## src/rtl/alu_mem_stage.sv

```systemverilog
// ---------------------------------------------------------------------------
// alu_mem_stage
//   Execute/memory stage of the 16-bit single-cycle CPU. It decodes the ALU
//   operation, computes the 16-bit ALU result, and uses that result as the
//   byte address of a word-organised data memory.
//
//   Ports
//     Clock         in   1   single clock, all state updates on rising edge
//     Reset_n       in   1   synchronous active-low reset (clears the memory)
//     ALUOp         in   2   ALU class: 00 ADD, 01 SUB, 10 R-type, 11 I-type
//     Funct         in   2   R-type function field
//     Opcode        in   4   instruction opcode
//     A, B          in  16   ALU operands
//     CarryIn       in   1   carry into ADD
//     MemWriteData  in  16   store data
//     MemWrite      in   1   store enable
//     MemRead       in   1   load enable
//     ALUCtrl       out  4   decoded ALU operation
//     Result        out 16   ALU result, also the memory byte address
//     Zero          out  1   Result == 0
//     Overflow      out  1   signed overflow (ADD/SUB only)
//     CarryOut      out  1   carry out of bit 15 (ADD/SUB only)
//     MemReadData   out 16   load data (0 when MemRead is low)
// ---------------------------------------------------------------------------
module alu_mem_stage #(
  parameter int MEM_AW = 7
) (
  input  logic        Clock,
  input  logic        Reset_n,
  input  logic [1:0]  ALUOp,
  input  logic [1:0]  Funct,
  input  logic [3:0]  Opcode,
  input  logic [15:0] A,
  input  logic [15:0] B,
  input  logic        CarryIn,
  input  logic [15:0] MemWriteData,
  input  logic        MemWrite,
  input  logic        MemRead,
  output logic [3:0]  ALUCtrl,
  output logic [15:0] Result,
  output logic        Zero,
  output logic        Overflow,
  output logic        CarryOut,
  output logic [15:0] MemReadData
);

  localparam int DEPTH = 2 ** MEM_AW;

  localparam logic [3:0] CTRL_AND = 4'b0000;
  localparam logic [3:0] CTRL_OR  = 4'b0001;
  localparam logic [3:0] CTRL_ADD = 4'b0010;
  localparam logic [3:0] CTRL_XOR = 4'b0011;
  localparam logic [3:0] CTRL_SUB = 4'b0110;
  localparam logic [3:0] CTRL_SLT = 4'b0111;
  localparam logic [3:0] CTRL_NOR = 4'b1100;

  // ---------------- ALU control decode ----------------
  logic [3:0] alu_ctrl;

  always_comb begin
    alu_ctrl = CTRL_ADD;
    unique case (ALUOp)
      2'b00: alu_ctrl = CTRL_ADD;
      2'b01: alu_ctrl = CTRL_SUB;
      2'b10: begin
        if (Opcode == 4'b0000) begin
          unique case (Funct)
            2'b00:   alu_ctrl = CTRL_ADD;
            2'b01:   alu_ctrl = CTRL_SUB;
            2'b10:   alu_ctrl = CTRL_SLT;
            default: alu_ctrl = CTRL_ADD;
          endcase
        end else if (Opcode == 4'b0001) begin
          unique case (Funct)
            2'b00:   alu_ctrl = CTRL_AND;
            2'b01:   alu_ctrl = CTRL_OR;
            2'b10:   alu_ctrl = CTRL_XOR;
            default: alu_ctrl = CTRL_NOR;
          endcase
        end else begin
          alu_ctrl = CTRL_ADD;
        end
      end
      default: begin
        case (Opcode)
          4'b0100: alu_ctrl = CTRL_ADD;
          4'b0101: alu_ctrl = CTRL_SLT;
          4'b0110: alu_ctrl = CTRL_AND;
          4'b0111: alu_ctrl = CTRL_OR;
          default: alu_ctrl = CTRL_ADD;
        endcase
      end
    endcase
  end

  assign ALUCtrl = alu_ctrl;

  // ---------------- ALU ----------------
  logic [16:0] sum_ext;
  logic [16:0] diff_ext;
  logic        sub_ovf;
  logic        slt_bit;
  logic [15:0] result_next;
  logic        ovf_next;
  logic        cout_next;

  assign sum_ext  = {1'b0, A} + {1'b0, B} + {16'b0, CarryIn};
  // Two's-complement subtract; bit 16 set means "no borrow".
  assign diff_ext = {1'b0, A} + {1'b0, ~B} + 17'd1;
  assign sub_ovf  = (A[15] != B[15]) && (diff_ext[15] != A[15]);
  // Sign of the difference is wrong exactly when it overflowed.
  assign slt_bit  = diff_ext[15] ^ sub_ovf;

  always_comb begin
    result_next = 16'h0000;
    ovf_next    = 1'b0;
    cout_next   = 1'b0;
    case (alu_ctrl)
      CTRL_ADD: begin
        result_next = sum_ext[15:0];
        cout_next   = sum_ext[16];
        ovf_next    = (A[15] == B[15]) && (sum_ext[15] != A[15]);
      end
      CTRL_SUB: begin
        result_next = diff_ext[15:0];
        cout_next   = diff_ext[16];
        ovf_next    = sub_ovf;
      end
      CTRL_SLT: result_next = {15'b0, slt_bit};
      CTRL_AND: result_next = A & B;
      CTRL_OR:  result_next = A | B;
      CTRL_XOR: result_next = A ^ B;
      CTRL_NOR: result_next = ~(A | B);
      default:  result_next = 16'h0000;
    endcase
  end

  assign Result   = result_next;
  assign Zero     = (result_next == 16'h0000);
  assign Overflow = ovf_next;
  assign CarryOut = cout_next;

  // ---------------- Data memory ----------------
  // Byte address -> word index; bit 0 and the bits above MEM_AW alias.
  logic [MEM_AW-1:0] word_idx;
  logic [DEPTH-1:0]  word_we;
  logic [15:0]       mem_reg [DEPTH];

  assign word_idx = result_next[MEM_AW:1];

  generate
    for (genvar gi = 0; gi < DEPTH; gi++) begin : g_we
      assign word_we[gi] = MemWrite && (word_idx == MEM_AW'(gi));
    end
  endgenerate

  // Every word is cleared on reset, so this is register storage rather than
  // a block RAM; the read port has to be combinational anyway.
  always_ff @(posedge Clock) begin
    for (int i = 0; i < DEPTH; i++) begin
      if (!Reset_n) begin
        mem_reg[i] <= 16'h0000;
      end else if (word_we[i]) begin
        mem_reg[i] <= MemWriteData;
      end
    end
  end

  assign MemReadData = MemRead ? mem_reg[word_idx] : 16'h0000;

endmodule

```

## config.mk

```make
export PLATFORM = sky130hd
export DESIGN_NAME = alu_mem_stage
export DESIGN_NICKNAME = d
export VERILOG_FILES = /design/src/rtl/alu_mem_stage.sv
export SDC_FILE = /design/constraint.sdc
export NUM_CORES = 2
export LEC_CHECK = 0
export ABC_CLOCK_PERIOD_IN_PS = 6580
export BUFFER_PORTS_ARGS = -buffer_cell sky130_fd_sc_hd__buf_4
export CORE_MARGIN = 4
export CORE_UTILIZATION = 60
export DETAILED_ROUTE_END_ITERATION = 12
export GPL_ROUTABILITY_DRIVEN = 0
export PLACE_DENSITY_LB_ADDON = 0.2
export REMOVE_ABC_BUFFERS = 1
export SYNTH_ARGS = -nofsm -noshare
export SYNTH_HDL_FRONTEND = slang
export SYNTH_SLANG_ARGS = --single-unit
```

## constraint.sdc

```tcl
create_clock -name Clock -period 6.58 [get_ports Clock]
set_clock_uncertainty 0.05 [all_clocks]
set_input_delay 0.658 -clock Clock [delete_from_list [all_inputs] [get_ports Clock]]
set_output_delay 0.658 -clock Clock [all_outputs]
set_load 0.02 [all_outputs]
```

### Word-level counts from Yosys, hierarchy flattened

Memories as Yosys holds them, arrays and structs flattened.
Cells that the tools add are included.

| cells by class | value |
|---|---|
| add/sub/neg operators | 4 |
| $mul | 0 |
| divide/modulo/power cells | 0 |
| order comparisons | 0 |
| eq/ne operators | 145 |
| shift-type cells | 0 |
| muxes and demuxes | 523 |
| bitwise operators | 134 |
| reductions and logical operators | 136 |

Operators by type and width:

| operator | number |
|---|---|
| $mux 16 | 129 |
| $eq 7x7->1 const B | 64 |
| $mux 1 | 385 |
| $eq 7x6->1 const B | 32 |
| $logic_and 1x1->1 | 130 |
| $or 1x1->1 | 128 |
| $eq 7x5->1 const B | 16 |
| $pmux 16 s7 | 1 |
| $eq 7x4->1 const B | 8 |
| $add 16x16->17 | 2 |
| $not 16->16 | 2 |
| $eq 7x3->1 const B | 4 |
| $pmux 4 s3 | 2 |
| $eq 4x3->1 const B | 5 |
| $add 17x1->17 | 1 |
| $add 17x1->17 const B | 1 |
| $and 16x16->16 | 1 |
| $logic_not 16->1 | 1 |
| $or 16x16->16 | 1 |
| $xor 16x16->16 | 1 |
| $eq 7x2->1 const B | 2 |
| $pmux 3 s3 | 1 |
| $eq 4x1->1 const B | 2 |
| $eq 4x2->1 const B | 2 |
| other kinds (13) | 21 |

| word-level totals | value |
|---|---|
| flip-flop bits (word level) | 0 |
| bits in latches | 0 |
| bits in writable memories | 2048 |
| bits in read-only memories | 0 |
| bits of input ports | 61 |
| output and inout port bits | 39 |
| memories | 1 |

Memories:

| memory | depth | bits a word | read ports | clocked after memory_dff | write ports | RTL line | text |
|---|---|---|---|---|---|---|---|
| mem_reg | 128 | 16 | 1 | 0 | 128 | 147 | `logic [15:0] mem_reg [DEPTH];` |

### Logic depth before layout (Yosys ltp)

| depth | value |
|---|---|
| depth after elaboration | 13 |
| gate-level depth with buffers | 22 |
| mapped depth without buffers | 21 |

### Worst setup path after synthesis

Ideal clock, no wire load.

| path | value |
|---|---|
| kind | input -> output |
| from | input A[2] |
| to | output Zero |
| data arrival time | 4.895 ns |
| data required time | 5.872 ns |
| path slack | 0.977 ns |
| cell stages on the path | 22 |
| buffers on the path | 1 |
| path through | inv_1 > ha_1 > clkbuf_1 > nor3_1 > o311ai_0 > a211o_1 > and2_1 > o21bai_1 > a21oi_1 > o31a_1 > o31a_1 > nor2_1 > nor2_1 > o21bai_1 > fa_1 > o32ai_1 > nand2_1 > o211ai_1 > nand2b_1 > or4_1 > or4_1 > nor4_2 |

| on the way | value |
|---|---|
| word-level cells in the longest chain between the ends | 7 |
| elaborated cells on any way between the ends | 13 |

Ends and longest elaborated chain:

| item | RTL line | text |
|---|---|---|
| from (decl) | 33 | `input logic [15:0] A,` |
| $add 16x16->17 * | 109 | `assign diff_ext = {1'b0, A} + {1'b0, ~B} + 17'd1;` |
| $add 17x1->17 * | 109 |  |
| $ne 1x1->1 | 110 | `assign sub_ovf = (A[15] != B[15]) && (diff_ext[15] != A[15]);` |
| $logic_and 1x1->1 | 110 |  |
| $xor 1x1->1 * | 112 | `assign slt_bit = diff_ext[15] ^ sub_ovf;` |
| $pmux 16 s7 * | 118 | `case (alu_ctrl)` |
| named net Result[0] | 40 | `output logic [15:0] Result,` |
| $logic_not 16->1 * | 139 | `assign Zero = (result_next == 16'h0000);` |
| to (decl) | 41 | `output logic Zero,` |

Mark *: on every way through the listed nets, which the timed path passes. The rest lies on a longest branch.

### Worst setup path in the final report

| path | value |
|---|---|
| from | input ALUOp[0] |
| to | output MemReadData[14] |

| on the way | value |
|---|---|
| word-level cells in the longest chain between the ends | 6 |
| elaborated cells on any way between the ends | 14 |

Ends and longest elaborated chain:

| item | RTL line | text |
|---|---|---|
| from (decl) | 30 | `input logic [1:0] ALUOp,` |
| $eq 2x2->1 (tied with other cells) | 62 | `unique case (ALUOp)` |
| $pmux 4 s3 * | 62 |  |
| $eq 4x4->1 (tied with other cells) | 118 |  |
| $pmux 16 s7 * | 118 |  |
| $mem_v2 128x16 * | - |  |
| $mux 16 * | 169 | `assign MemReadData = MemRead ? mem_reg[word_idx] : 16'h0000;` |
| to (decl) | 44 | `output logic [15:0] MemReadData` |

Mark *: on every way between the ends. The rest lies on a longest branch, timed or not.

==> summary.md <==
| Metric | Value |
|---|---|
| Maximum clock insertion buffer count | 3 |
| Biggest area consumer among synthesized cells | edfxtp_1 |
| Die Span Y | 415.4 um |
| Vias per cell | 6.494 |
| Antenna-violating nets left | 0 |
| Seq/Total Area, Yosys | 61.76% |
| Dpl cells | 10843 |
| #FFs+latches synth | 2048 |
| CTS Root Cell | clkbuf_16 |
| Failing checks | negative setup slack |
| Max reg flops | 2048 |
| Row cnt | 149 |
| Register area | 61500 um^2 |
| Max-Cap Viols | 0 |
| GRT met3 Usage | 8.286% |
| WL/cell | around 28 um |
| Critical path capture point type | output port |
| Cell Pwr Density | 306.4 nW/um^2 |
| Routed WL | 312.8 mm |
| First-pass GRT wire length | about 460 mm |
| Layout cell share with drive strength beyond 1 | between 9 and 10% |
| Hold Vio Cnt, Final | 0 |
| Vias in the first global route | approximately 70000 |
| Status | finished, violations left |
| Relative slew slack | 10.16% |
| Fin. max-slew vios | 0 |
| DP Worst Slack | -0.4520 ns |
| Top-area cell type share of the netlist area | 61.76% |
| Multi-input logic area | about 34000 um^2 |
| Synth cell types | 81 |
| Die X | about 420 um |
| CTS sink count | 2048 |
| GRT Overall Usage | between 30% and 40% |
| Setup violators final | 3 |
| Synth Cell Area | between 90000 and 100000 um^2 |
| WHS | 0.4522 ns |
| Leakage Power | approximately 40 nW |
| Pin count of the biggest net entering global routing | 97 |
| Core area | roughly 160000 um^2 |
| Cell Count, Final, Fillers Out | 11224 |
| Num ports | 100 |
| Area delta synth->final | 10.33% |
| Drc violations | 0 |
| Ranking of synthesized cells by area | edfxtp_1 (62%), and2_1 (13%), nand2_1 (6.4%), a311oi_1 (3.5%), nand3_1 (2.2%) |
| Period utilization | 101.2% |
| Worst-margin pin slew | 1.343 ns |
| Final setup TNS | -0.1004 ns |
| Worst-path fanout max | 66 |
| Crit Path Class | in2out |
| Antenna violations before repair | 12 |
| Hold crit path type | in2reg |
| Crit path DAT | 5.95 ns |
| Synth async-reset ratio | 0% |
| Synthesized area per cell | roughly 11 um^2 |
| Post-synth EDFFs | 2048 |
| GRT overflow | 0 |
| Minimum clock period | between 6 and 7 ns |
| Most frequent cell after synthesis | and2_1 |
| Layout fillers | 12179 |
| Cells after Synth | 8967 |
| PortBufs | 99 |
| TritonCTS Buffers | approximately 210 |
| Fmax achieved | about 0.15 GHz |
| Most used routing layer | met2 |
| Clock Pin Slew Worst Setup and Hold Paths | 0.05 ns |
| GR Util met2 | approximately 53% |
| Post-DP HPWL | 191.4 mm |
| Initial core utilization | 60.35% |
| Synthesis Warnings | 0 |
| DR vias | 72892 |
| Area of the die | roughly 170000 um^2 |
| DRT Pass-1 Iters | 6 |
| Final worst setup slack | -0.07985 ns |
| Commonest cells post-synth | and2_1 (2052), edfxtp_1 (2048), nand2_1 (1685) |
| Post-synth top flop | edfxtp_1 |
| Startpoint types | input port |
| # hold bufs at CTS | 0 |
| VDD IR max | 0.3084 mV |
| Nets@finish | 8978 |
| CTS tree | done |
| Total Power | 33.67 mW |
| RSZ-0062 raised after global routing | false |
| Iter 0 DRT Violations | 11561 |
| Met1 Usage GRT | 48.98% |
| H-tree depth | 4 |
| Critical path required time | slightly below 6 ns |
==> where the power goes <==
part           leakage, nW  switching (mW)  total (mW)  internal, mW
combinational         18.0            5.25        7.42          2.16
clock                 2.97            4.97        11.0          5.99
sequential            19.5           0.204        15.3          15.1
==> worst max-delay path, cell delays in order <==
cell,delay (ns)
buf_4,0.15
or4b_4,0.62
nor4b_4,0.38
nor2_2,0.21
inv_2,0.23
nand3_1,0.32
a21oi_4,0.30
nor2_8,0.12
buf_16,0.25
buf_4,0.31
nor2_4,0.35
buf_4,0.26
a32oi_1,0.14
nand4_1,0.31
nand3_1,0.29
a2111oi_2,0.54
buf_4,0.23
buf_4,0.14
==> final timing paths <==
path / start / to / slack, ns / cells after the start
min: MemWriteData[6] / mem_reg[22][6]$_SDFFCE_PN0P_ / 0.45 / 2
max: ALUOp[0] / MemReadData[14] / -0.08 / 18
==> layout by cell type (no fill, tap or decap), drive strengths merged, types with 6 or more instances in the layout <==
| cell type | count |
|---|---|
| a2111oi | 7 |
| a211o | 16 |
| a211oi | 200 |
| a21o | 10 |
| a21oi | 101 |
| a221oi | 9 |
| a22oi | 10 |
| a311oi | 401 |
| a31oi | 71 |
| and2 | 2053 |
| and3 | 332 |
| and4 | 14 |
| buf | 555 |
| bufinv | 6 |
| clkbuf | 263 |
| clkinv | 89 |
| diode | 8 |
| edfxtp | 2048 |
| ha | 51 |
| inv | 69 |
| mux2i | 12 |
| nand2 | 1685 |
| nand3 | 445 |
| nand4 | 24 |
| nor2 | 168 |
| nor2b | 6 |
| nor3 | 30 |
| nor4 | 25 |
| o211ai | 9 |
| o21ai | 172 |
| o21bai | 6 |
| o22ai | 11 |
| o31ai | 29 |
| or3 | 15 |
| or4 | 7 |
==> area by class of cell <==
cell class	instances	share of cell area (%)
well taps	2189	2.493
repair buffers	555	4.482
inverters	59	0.2266
diodes	8	0.01822
clock inverters	109	0.6651
multi-input cells	5993	31.23
clock buffers	263	4.906
flip-flops and latches	2048	55.98
==> layer usage <==
| metal | routed length, um | part of all wire, % | up-vias |
|---|---|---|---|
| li1 | - | - | 31545 |
| met1 | 115600 | 37 | 35518 |
| met2 | 138600 | 44 | 4901 |
| met3 | 39070 | 12 | 924 |
| met4 | 19470 | 6.2 | 4 |
| met5 | 27 | 0.0086 | - |
==> repair_timing <==
action / CTS / global route
pin swaps: 3 / 1
setup buffers: 1 / 0
gates resized for setup: 15 / 3
setup endpoints to repair: 13 / 2
==> logic make-up after synthesis <==
logic type	synth area share (%)
fa+ha+maj	0.7213
buf+inv	3.905
flops	61.76
mux	0.1319
compound gates	8.164
xor+xnor	0.06157
simple gates	25.26
==> per-stage QoR <==
stage | instance area, um^2 | util, %
final | 109900 | 66.59
after detailed placement | 103600 | 62.80
after CTS | 109800 | 66.56
after global placement | 103600 | 62.80
after global routing | 109800 | 66.57
after floorplan | 95910 | -
Note: power is estimated with default switching activity, not from simulation.
